<file path="config.mk">
export PLATFORM = sky130hd
export DESIGN_NAME = fetch_queue
export DESIGN_NICKNAME = d
export VERILOG_FILES = /design/src/rtl/fetch_queue.sv
export SDC_FILE = /design/constraint.sdc
export NUM_CORES = 1
export LEC_CHECK = 0
export CAP_MARGIN = 10
export CELL_PAD_IN_SITES_DETAIL_PLACEMENT = 1
export CELL_PAD_IN_SITES_GLOBAL_PLACEMENT = 1
export CORE_MARGIN = 3
export CORE_UTILIZATION = 44
export DETAILED_ROUTE_END_ITERATION = 6
export PLACE_DENSITY_LB_ADDON = 0.1
export SLEW_MARGIN = 20
export SYNTH_ARGS = -nofsm -noshare
export SYNTH_HDL_FRONTEND = slang
export SYNTH_SLANG_ARGS = --single-unit
</file>
<file path="constraint.sdc">
create_clock -name clk -period 7.25 [get_ports clk]
set_clock_uncertainty 0.15 [all_clocks]
set_input_delay 1.45 -clock clk [delete_from_list [all_inputs] [get_ports clk]]
set_output_delay 1.45 -clock clk [all_outputs]
set_load 0.01 [all_outputs]
</file>
<file path="src/rtl/fetch_queue.sv">
// Instruction-fetch front end: issues pc fetches to instruction memory, tags them,
// buffers in-order responses and hands {pc, inst} to decode; flush kills all fetches.
module fetch_queue #(
  parameter int DEPTH = 4,
  parameter int XLEN  = 32
) (
  input  logic            clk,
  input  logic            rst,
  input  logic            pc_valid,
  input  logic [XLEN-1:0] pc_in,
  output logic            pc_ready,
  input  logic            flush,
  output logic            imem_req_valid,
  output logic [XLEN-1:0] imem_req_addr,
  input  logic            imem_req_ready,
  input  logic            imem_resp_valid,
  input  logic [XLEN-1:0] imem_resp_data,
  output logic            id_valid,
  output logic [XLEN-1:0] id_inst,
  output logic [XLEN-1:0] id_pc,
  input  logic            id_ready
);

  localparam int AW = $clog2(DEPTH);
  localparam int CW = AW + 1;

  logic [CW-1:0]   q_cnt, out_cnt, drop_cnt;
  logic [AW-1:0]   q_head, q_tail, t_head, t_tail;
  logic [XLEN-1:0] q_inst [DEPTH];
  logic [XLEN-1:0] q_pc   [DEPTH];
  logic [XLEN-1:0] tag_pc [DEPTH];

  logic [CW+1:0] used;
  logic [CW+1:0] flush_drop;
  logic          credit, accept, resp_take, pop;

  // Handshakes: a transfer happens on a rising edge where valid and ready are both 1;
  // valid never waits on ready, and pc_ready/id_valid are the pc and decode sides.
  always_comb begin
    used           = (CW+2)'(q_cnt) + (CW+2)'(out_cnt) + (CW+2)'(drop_cnt);
    credit         = used < (CW+2)'(DEPTH);
    imem_req_valid = pc_valid & credit & ~flush & ~rst;
    pc_ready       = imem_req_valid & imem_req_ready;
    accept         = pc_ready;
    resp_take      = imem_resp_valid & (drop_cnt == '0) & (out_cnt != '0);
    pop            = id_valid & id_ready;
    // Every outstanding fetch becomes a drop; a response landing on the flush edge pays one off.
    flush_drop     = (CW+2)'(drop_cnt) + (CW+2)'(out_cnt);
    if (imem_resp_valid && flush_drop != '0)
      flush_drop = flush_drop - (CW+2)'(1);
  end

  assign imem_req_addr = pc_in;
  assign id_valid      = (q_cnt != '0);
  assign id_inst       = q_inst[q_head];
  assign id_pc         = q_pc[q_head];

  always_ff @(posedge clk) begin
    if (rst) begin
      q_cnt    <= '0;
      out_cnt  <= '0;
      drop_cnt <= '0;
      q_head   <= '0;
      q_tail   <= '0;
      t_head   <= '0;
      t_tail   <= '0;
      for (int i = 0; i < DEPTH; i++) begin
        q_inst[i] <= '0;
        q_pc[i]   <= '0;
        tag_pc[i] <= '0;
      end
    end else if (flush) begin
      q_cnt    <= '0;
      out_cnt  <= '0;
      drop_cnt <= flush_drop[CW-1:0];
      q_head   <= '0;
      q_tail   <= '0;
      t_head   <= '0;
      t_tail   <= '0;
    end else begin
      if (accept) begin
        tag_pc[t_tail] <= pc_in;
        t_tail         <= t_tail + AW'(1);
      end
      if (resp_take) begin
        q_inst[q_tail] <= imem_resp_data;
        q_pc[q_tail]   <= tag_pc[t_head];
        q_tail         <= q_tail + AW'(1);
        t_head         <= t_head + AW'(1);
      end
      if (pop)
        q_head <= q_head + AW'(1);
      // Responses with nothing pending (e.g. after reset) touch no counter.
      if (imem_resp_valid && drop_cnt != '0)
        drop_cnt <= drop_cnt - CW'(1);
      q_cnt   <= q_cnt + CW'(resp_take) - CW'(pop);
      out_cnt <= out_cnt + CW'(accept) - CW'(resp_take);
    end
  end

endmodule

</file>
==> flow_summary.yaml, run 1 <==
status:
  status: "completed"
pwr:
  powerDensity_nw_per_um2: 243
  clkPwrFrac: 0.427
  p_int_w: 0.00410
  switching_share: 0.216
  combPwrFrac: 0.063
  power_switching_w: 0.00113
  share_seq_of_total_power: 0.511
  power_leakage_nw: 7.82
  ir_worst_vdd_uv: 156
layout:
  drive_gt1_frac: 0.154
  final_cell_area_um2: 21500
  num_antenna_cells: 0
  fin_cells: 1811
  nNetsFinal: 1338
  syn2layout_area_growth_pct: 18.7
timing:
  grt_setup_unrepaired: "no"
  hold_viol: 0
  timing.fmax_ghz: 0.177
  tns_ps: 0
  period_share: 0.778
  tightestPinTransition_ps: 1110
  slew_headroom: 0.258
  drv_slew: 0
  setup_viol: 0
  period_needed_ps: 5640
worst_setup_path:
  path_delay_family: "buffers and inverters"
  crit_path_cell_trace: "inv_1 -> fa_1 -> nor2_1 -> fa_1 -> nor2b_1 -> o2111ai_4 -> nor2_2 -> buf_4 -> clkdlybuf4s50_1"
  r2r-end: "tag_pc[2][30]"
  critPathArrivalTime_ps: 4040
  required_ps: 5650
  cp_common_cell: "fa_1"
  r2r_cells: 9
  end_kind: "primary output"
  startpoint_type: "flop"
  timing.critical_path.from: "out_cnt[1]"
  cpPeakStageDelay_ps: 620
  reg2reg_from: "out_cnt[1]"
  ff2ff_setup_slack_ps: 2890
  path_max_fanout: 35
  path_class: "reg2out"
  slowest_stage: "clkdlybuf4s50_1"
  crit_buf_inv: 3
worst_hold_path:
  min_path_cells: 2
  min_from: "q_head[1]"
  hp-class: "reg2reg"
global_route:
  grt_pass1_wl_um: 65500
  busiest_layer: "met2"
  use_met1: 0.266
  use_met3: 0.0296
  grt_max_degree: 70
  grt_pass1_vias: 10800
  antenna_found_initial: 0
  grt_overflow_total: 0
  grtUsageTotal: 0.196
  use_met2: 0.332
synthesis:
  yosysWarningCount: 0
  syn_inst: 1121
  ys_seq_area_frac: 0.660
  synth.ff_latch_count: 405
  synth_area_per_cell_um2: 16.2
  synth.cell_area_um2: 18100
  synth-edff-count: 384
  syn_nets: 1210
  ys_async_sr_fraction: 0
  yosysUniqueCellTypes: 47
  ys.flop_type: "edfxtp_1"
clocking:
  cts.hold.buffers_added: 0
  post_cts_buffers: 0
  cts_resized: 0
  clk_latency_ps: 560
  clk_root_buffer_cell: "clkbuf_16"
  ctsHtreeMaxLevel: 2
  cts.clk_slew.worst_paths_ps: 60
  cts_sinks: 405
  cts_buffer_depth: 3
  tritoncts: "yes"
  cts_made_buffers: 45
floorplanning:
  placementRows: 73
  coreArea_um2: 40200
  dieWidth_um: 209
  die_area_um2: 43600
  top_level_ports: 170
  fp.dieH_um: 209
  initial_core_util: 0.451
placed_design:
  dp.cells: 1727
  port_buffers: 169
  hpwl_um: 23400
  place_congestion: 0.733
  dpl_cell_area_um2: 20100
route:
  firstDrtPassIters: 4
  via_count: 9616
  drtIter0Drc: 414
  wire_per_inst_um: 23.2
  drc: 0
  routed_wl_um: 42000
  ant_nets: 0
  via_per_inst: 5.31
flow_run:
  cap_violations: 0
==> cell usage in the layout, fill, tap and decap left out, types with 3 or more instances in the layout <==
| master | Yosys | final |
|---|---|---|
| edfxtp_1 | 384 | 384 |
| and2_1 | 323 | 323 |
| clkdlybuf4s50_1 | 0 | 169 |
| mux4_2 | 96 | 96 |
| and3_1 | 65 | 64 |
| clkbuf_16 | 0 | 47 |
| inv_1 | 20 | 19 |
| dfxtp_1 | 21 | 18 |
| nor2_1 | 16 | 16 |
| buf_4 | 33 | 16 |
| ha_1 | 12 | 12 |
| clkinv_1 | 0 | 11 |
| clkbuf_1 | 34 | 11 |
| xnor2_1 | 10 | 10 |
| nand2_1 | 8 | 8 |
| clkinv_2 | 0 | 7 |
| fa_1 | 6 | 6 |
| nor3_1 | 4 | 4 |
| o21ai_0 | 4 | 4 |
| nor4b_4 | 3 | 3 |
| nand3_1 | 3 | 3 |
| or3_1 | 3 | 3 |
| or2_2 | 5 | 3 |
| bufinv_16 | 0 | 3 |
==> sequential cells by signal (all words and copies together), names as in the netlist, named ones only <==
register,count
q_inst,128
q_pc,128
tag_pc,128
drop_cnt,3
out_cnt,3
q_cnt,3
q_head,2
q_tail,2
t_head,2
t_tail,2
==> Yosys cell counts, types with 3 or more instances <==
library cell | instances | area, um2
buf_2 | 13 | 65.1
nor2_1 | 16 | 60.1
dfxtp_1 | 21 | 420
ha_1 | 12 | 150
and2_1 | 323 | 2020
or2_2 | 5 | 31.3
xnor2_1 | 10 | 87.6
clkbuf_2 | 23 | 115
nor4_1 | 3 | 18.8
buf_4 | 33 | 248
and3_1 | 65 | 407
mux4_2 | 96 | 2160
nor4b_4 | 3 | 71.3
clkbuf_1 | 34 | 128
o21ai_0 | 4 | 20.0
fa_1 | 6 | 120
nand2_1 | 8 | 30.0
or3_1 | 3 | 18.8
edfxtp_1 | 384 | 11500
nand3_1 | 3 | 15.0
inv_1 | 20 | 75.1
nor3_1 | 4 | 20.0
==> layer usage <==
metal  vias to the layer above  part of all wire
met5                         -                 0
met4                         0             0.021
met3                        56             0.037
met2                       204              0.50
met1                      4977              0.44
li1                       4379                 -
==> stage by stage <==
step / hold WS (ps) / setup slack, ps / util / total power, W
detailed placement: 391 / 1760 / 0.500 / 0.00305
finish: 403 / 1610 / 0.535 / 0.00522
floorplan: 335 / 1690 / - / 0.00288
CTS: 405 / 1510 / 0.535 / 0.00529
global placement: 375 / 1780 / 0.500 / 0.00304
global route: 442 / 1350 / 0.535 / 0.00541
==> power by group through the flow <==
stage          Clock [W]  Sequential (W)  Combinational [W]
6_report         0.00223         0.00267           0.000327
5_1_grt          0.00238         0.00268           0.000357
4_1_cts          0.00229         0.00267           0.000332
3_5_place_dp           0         0.00272           0.000330
3_3_place_gp           0         0.00271           0.000328
2_1_floorplan          0         0.00271           0.000171
==> worst min-delay path, cell delays in order, from the launching register on <==
cell     delay (ps)
dfxtp_1         320
xor2_1           70
nor2_1          120
==> how the worst max path moves through the flow <==
stage,to,slack (ps),cells after the start
global placement,imem_req_valid,1780,4
finish,pc_ready,1610,9
global route,pc_ready,1350,9
CTS,pc_ready,1510,9
detailed placement,imem_req_valid,1760,4
floorplan,q_inst[3][0],1690,5
==> final cells by class <==
type	instances	area (um2)
Clock inverter	24	190
Inverter	20	75.1
Sequential cell	405	12000
Fill cell	3790	18700
Timing Repair Buffer	185	1810
Multi-Input combinational cell	592	5570
Clock buffer	60	1240
Tap cell	525	657
==> cell families (layout without fill, tap and decap cells) <==
kind of cell,after synthesis,after routing,share of synthesized area
and+or+nand+nor,445,445,0.155
DFF,405,405,0.660
buffers and inverters,124,289,0.0350
muxes,98,98,0.120
AOI/OAI and AO/OA,19,19,0.00953
adders and majority gates,18,18,0.0149
xor gates and xnor gates,12,12,0.00580
Power figures use the tool's default switching activity.
==> inputs of run 2 (changes only) <==
--- a/config.mk
+++ b/config.mk
@@ -9,7 +9,7 @@
 export CELL_PAD_IN_SITES_DETAIL_PLACEMENT = 1
 export CELL_PAD_IN_SITES_GLOBAL_PLACEMENT = 1
 export CORE_MARGIN = 3
-export CORE_UTILIZATION = 44
+export CORE_UTILIZATION = 49
 export DETAILED_ROUTE_END_ITERATION = 6
 export PLACE_DENSITY_LB_ADDON = 0.1
 export SLEW_MARGIN = 20
==> constraint.sdc (replaced) <==
create_clock -name clk -period 5.2 [get_ports clk]
set_clock_uncertainty 0.15 [all_clocks]
set_input_delay 1.04 -clock clk [delete_from_list [all_inputs] [get_ports clk]]
set_output_delay 1.04 -clock clk [all_outputs]
set_load 0.01 [all_outputs]
==> run 2 against run 1 <==
Net effect: first-iteration DRC count grew 54%; largest power group unchanged; routed wire length decreased by 3.2%; critical endpoint unchanged; clock power rose by 39%; combinational power increased by 41%; largest cell class unchanged.
==> flow_summary.yaml, run 2 (same netlist as run 1, synthesis figures left out) <==
worst_setup_path:
  cpPeakStageDelay_ps: 600
  crit_buf_inv: 2
  reg2reg_from: "out_cnt[1]"
  r2r_cells: 11
  path_class: "reg2out"
  crit_path_cell_trace: "inv_1 -> fa_1 -> nor2_1 -> fa_1 -> nor2b_1 -> o2111ai_4 -> nor2_2 -> clkdlybuf4s50_1"
  critPathArrivalTime_ps: 3680
  ff2ff_setup_slack_ps: 1150
  r2r-end: "out_cnt[1]"
  required_ps: 4010
  startpoint_type: "flop"
  path_max_fanout: 5
  end_kind: "primary output"
  cp_common_cell: "fa_1"
  path_delay_family: "adder cells"
  slowest_stage: "fa_1"
route:
  routed_wl_um: 40600
  ant_nets: 0
  wire_per_inst_um: 23.2
  drc: 0
  drtIter0Drc: 638
  via_count: 9658
  firstDrtPassIters: 5
  via_per_inst: 5.51
floorplanning:
  coreArea_um2: 36000
  initial_core_util: 0.503
  dieWidth_um: 198
  fp.dieH_um: 198
  top_level_ports: 170
  placementRows: 69
  die_area_um2: 39300
timing:
  period_needed_ps: 4870
  tightestPinTransition_ps: 1000
  timing.fmax_ghz: 0.205
  setup_viol: 0
  grt_setup_unrepaired: "no"
  drv_slew: 0
  whs_ps: 385
  period_share: 0.936
  hold_viol: 0
  slew_headroom: 0.333
  tns_ps: 0
layout:
  layout_common_cells: "edfxtp_1 (384), and2_1 (323), clkdlybuf4s50_1 (169), mux4_2 (96), and3_1 (64)"
  layout_commonest_cell: "edfxtp_1"
  syn2layout_area_growth_pct: 19.0
  nNetsFinal: 1345
  num_antenna_cells: 0
  num-fill-cells: 3289
  top_regs: "q_inst (128), q_pc (128), tag_pc (128)"
  drive_gt1_frac: 0.162
pwr:
  switching_share: 0.211
  clkPwrFrac: 0.425
  p_int_w: 0.00573
  power_leakage_nw: 7.89
  power_switching_w: 0.00153
  powerDensity_nw_per_um2: 337
  combPwrFrac: 0.063
  ir_worst_vdd_uv: 212
  share_seq_of_total_power: 0.512
clocking:
  cts_buffer_depth: 3
  clk_root_buffer_cell: "clkbuf_16"
  cts_resized: 0
  tritoncts: "yes"
  cts_made_buffers: 44
  cts_sinks: 405
  ctsHtreeMaxLevel: 2
  cts.clk_slew.worst_paths_ps: 60
  clk_latency_ps: 530
  cts.hold.buffers_added: 0
  post_cts_buffers: 0
global_route:
  grtUsageTotal: 0.212
  grt_overflow_total: 0
  grt_pass1_wl_um: 63700
  antenna_found_initial: 0
  grt_pass1_vias: 10900
  grt_max_degree: 70
placed_design:
  place_congestion: 0.755
  port_buffers: 169
  hpwl_um: 23200
status:
  status: "completed"
worst_hold_path:
  hp-class: "reg2reg"
  min_from: "q_head[0]"
  min_path_cells: 2
flow_run:
  cap_violations: 0
run 2: cell types whose count changed in the layout (fill, tap and decap cells not counted), sizes merged:
cell      before  now
clkinv        18   19
inv           21   22
bufinv         3    5
clkinvlp       2    1
clkbuf        60   55
buf           16   24
run 2: power groups by stage:
stage / Clock [W] / Combinational, W / Sequential (W)
after global routing: 0.00328 / 0.000506 / 0.00373
after CTS: 0.00315 / 0.000470 / 0.00372
after detailed placement: 0 / 0.000467 / 0.00379
final: 0.00309 / 0.000461 / 0.00372
after floorplan: 0 / 0.000239 / 0.00377
after global placement: 0 / 0.000461 / 0.00378
run 2: layout make-up:
cell class	count	area (um2)	share of cell area
multi-input cells	592	5570	0.258
inverters	20	75.1	0.00348
repair buffers	193	1930	0.0897
flip-flops and latches	405	12000	0.555
clock buffers	55	1160	0.0540
clock inverters	27	273	0.0127
well taps	461	577	0.0268
run 2: how the worst max path moves through the flow:
stage | start | endpoint | slack, ps | cells past startpoint
2_1_floorplan | imem_resp_valid | q_inst[3][0] | 50 | 5
3_3_place_gp | out_cnt[1] | pc_ready | 880 | 8
3_5_place_dp | out_cnt[1] | pc_ready | 850 | 8
4_1_cts | out_cnt[1] | pc_ready | 260 | 8
5_1_grt | out_cnt[1] | pc_ready | 80 | 8
6_report | out_cnt[1] | pc_ready | 330 | 8
run 2: per-stage QoR:
step | std cells | util | cell area [um2] | power [W] | setup slack, ps
after floorplan | 1121 | - | 18100 | 0.00401 | 48.6
after global placement | 1671 | 0.559 | 20100 | 0.00424 | 883
after detailed placement | 1671 | 0.559 | 20100 | 0.00425 | 849
after CTS | 1753 | 0.599 | 21600 | 0.00734 | 257
after global routing | 1753 | 0.599 | 21600 | 0.00751 | 84.7
final | 1753 | 0.599 | 21600 | 0.00727 | 334
run 2: tightest hold or removal path: stages, from the launching register on:
cell,delay (ps)
dfxtp_1,340
xnor2_1,90
nor2_1,80
run 2: layer usage:
layer / track usage / part of all wire / routed length [um] / up-vias
met2: 0.379 / 0.51 / 20700 / 227
met4: 0.0414 / 0.015 / 614 / 0
li1: - / - / - / 4394
met1: 0.283 / 0.43 / 17400 / 4992
met5: 0 / 0 / 0 / -
met3: 0.0277 / 0.046 / 1860 / 45
==> inputs of run 3 (changes only) <==
--- a/config.mk
+++ b/config.mk
@@ -12,6 +12,7 @@
 export CORE_UTILIZATION = 49
 export DETAILED_ROUTE_END_ITERATION = 6
 export PLACE_DENSITY_LB_ADDON = 0.1
+export SKIP_CTS_REPAIR_TIMING = 1
 export SLEW_MARGIN = 20
 export SYNTH_ARGS = -nofsm -noshare
 export SYNTH_HDL_FRONTEND = slang
==> results of run 3 <==
The final DEF is identical to that of run 2; final timing and power are the same.
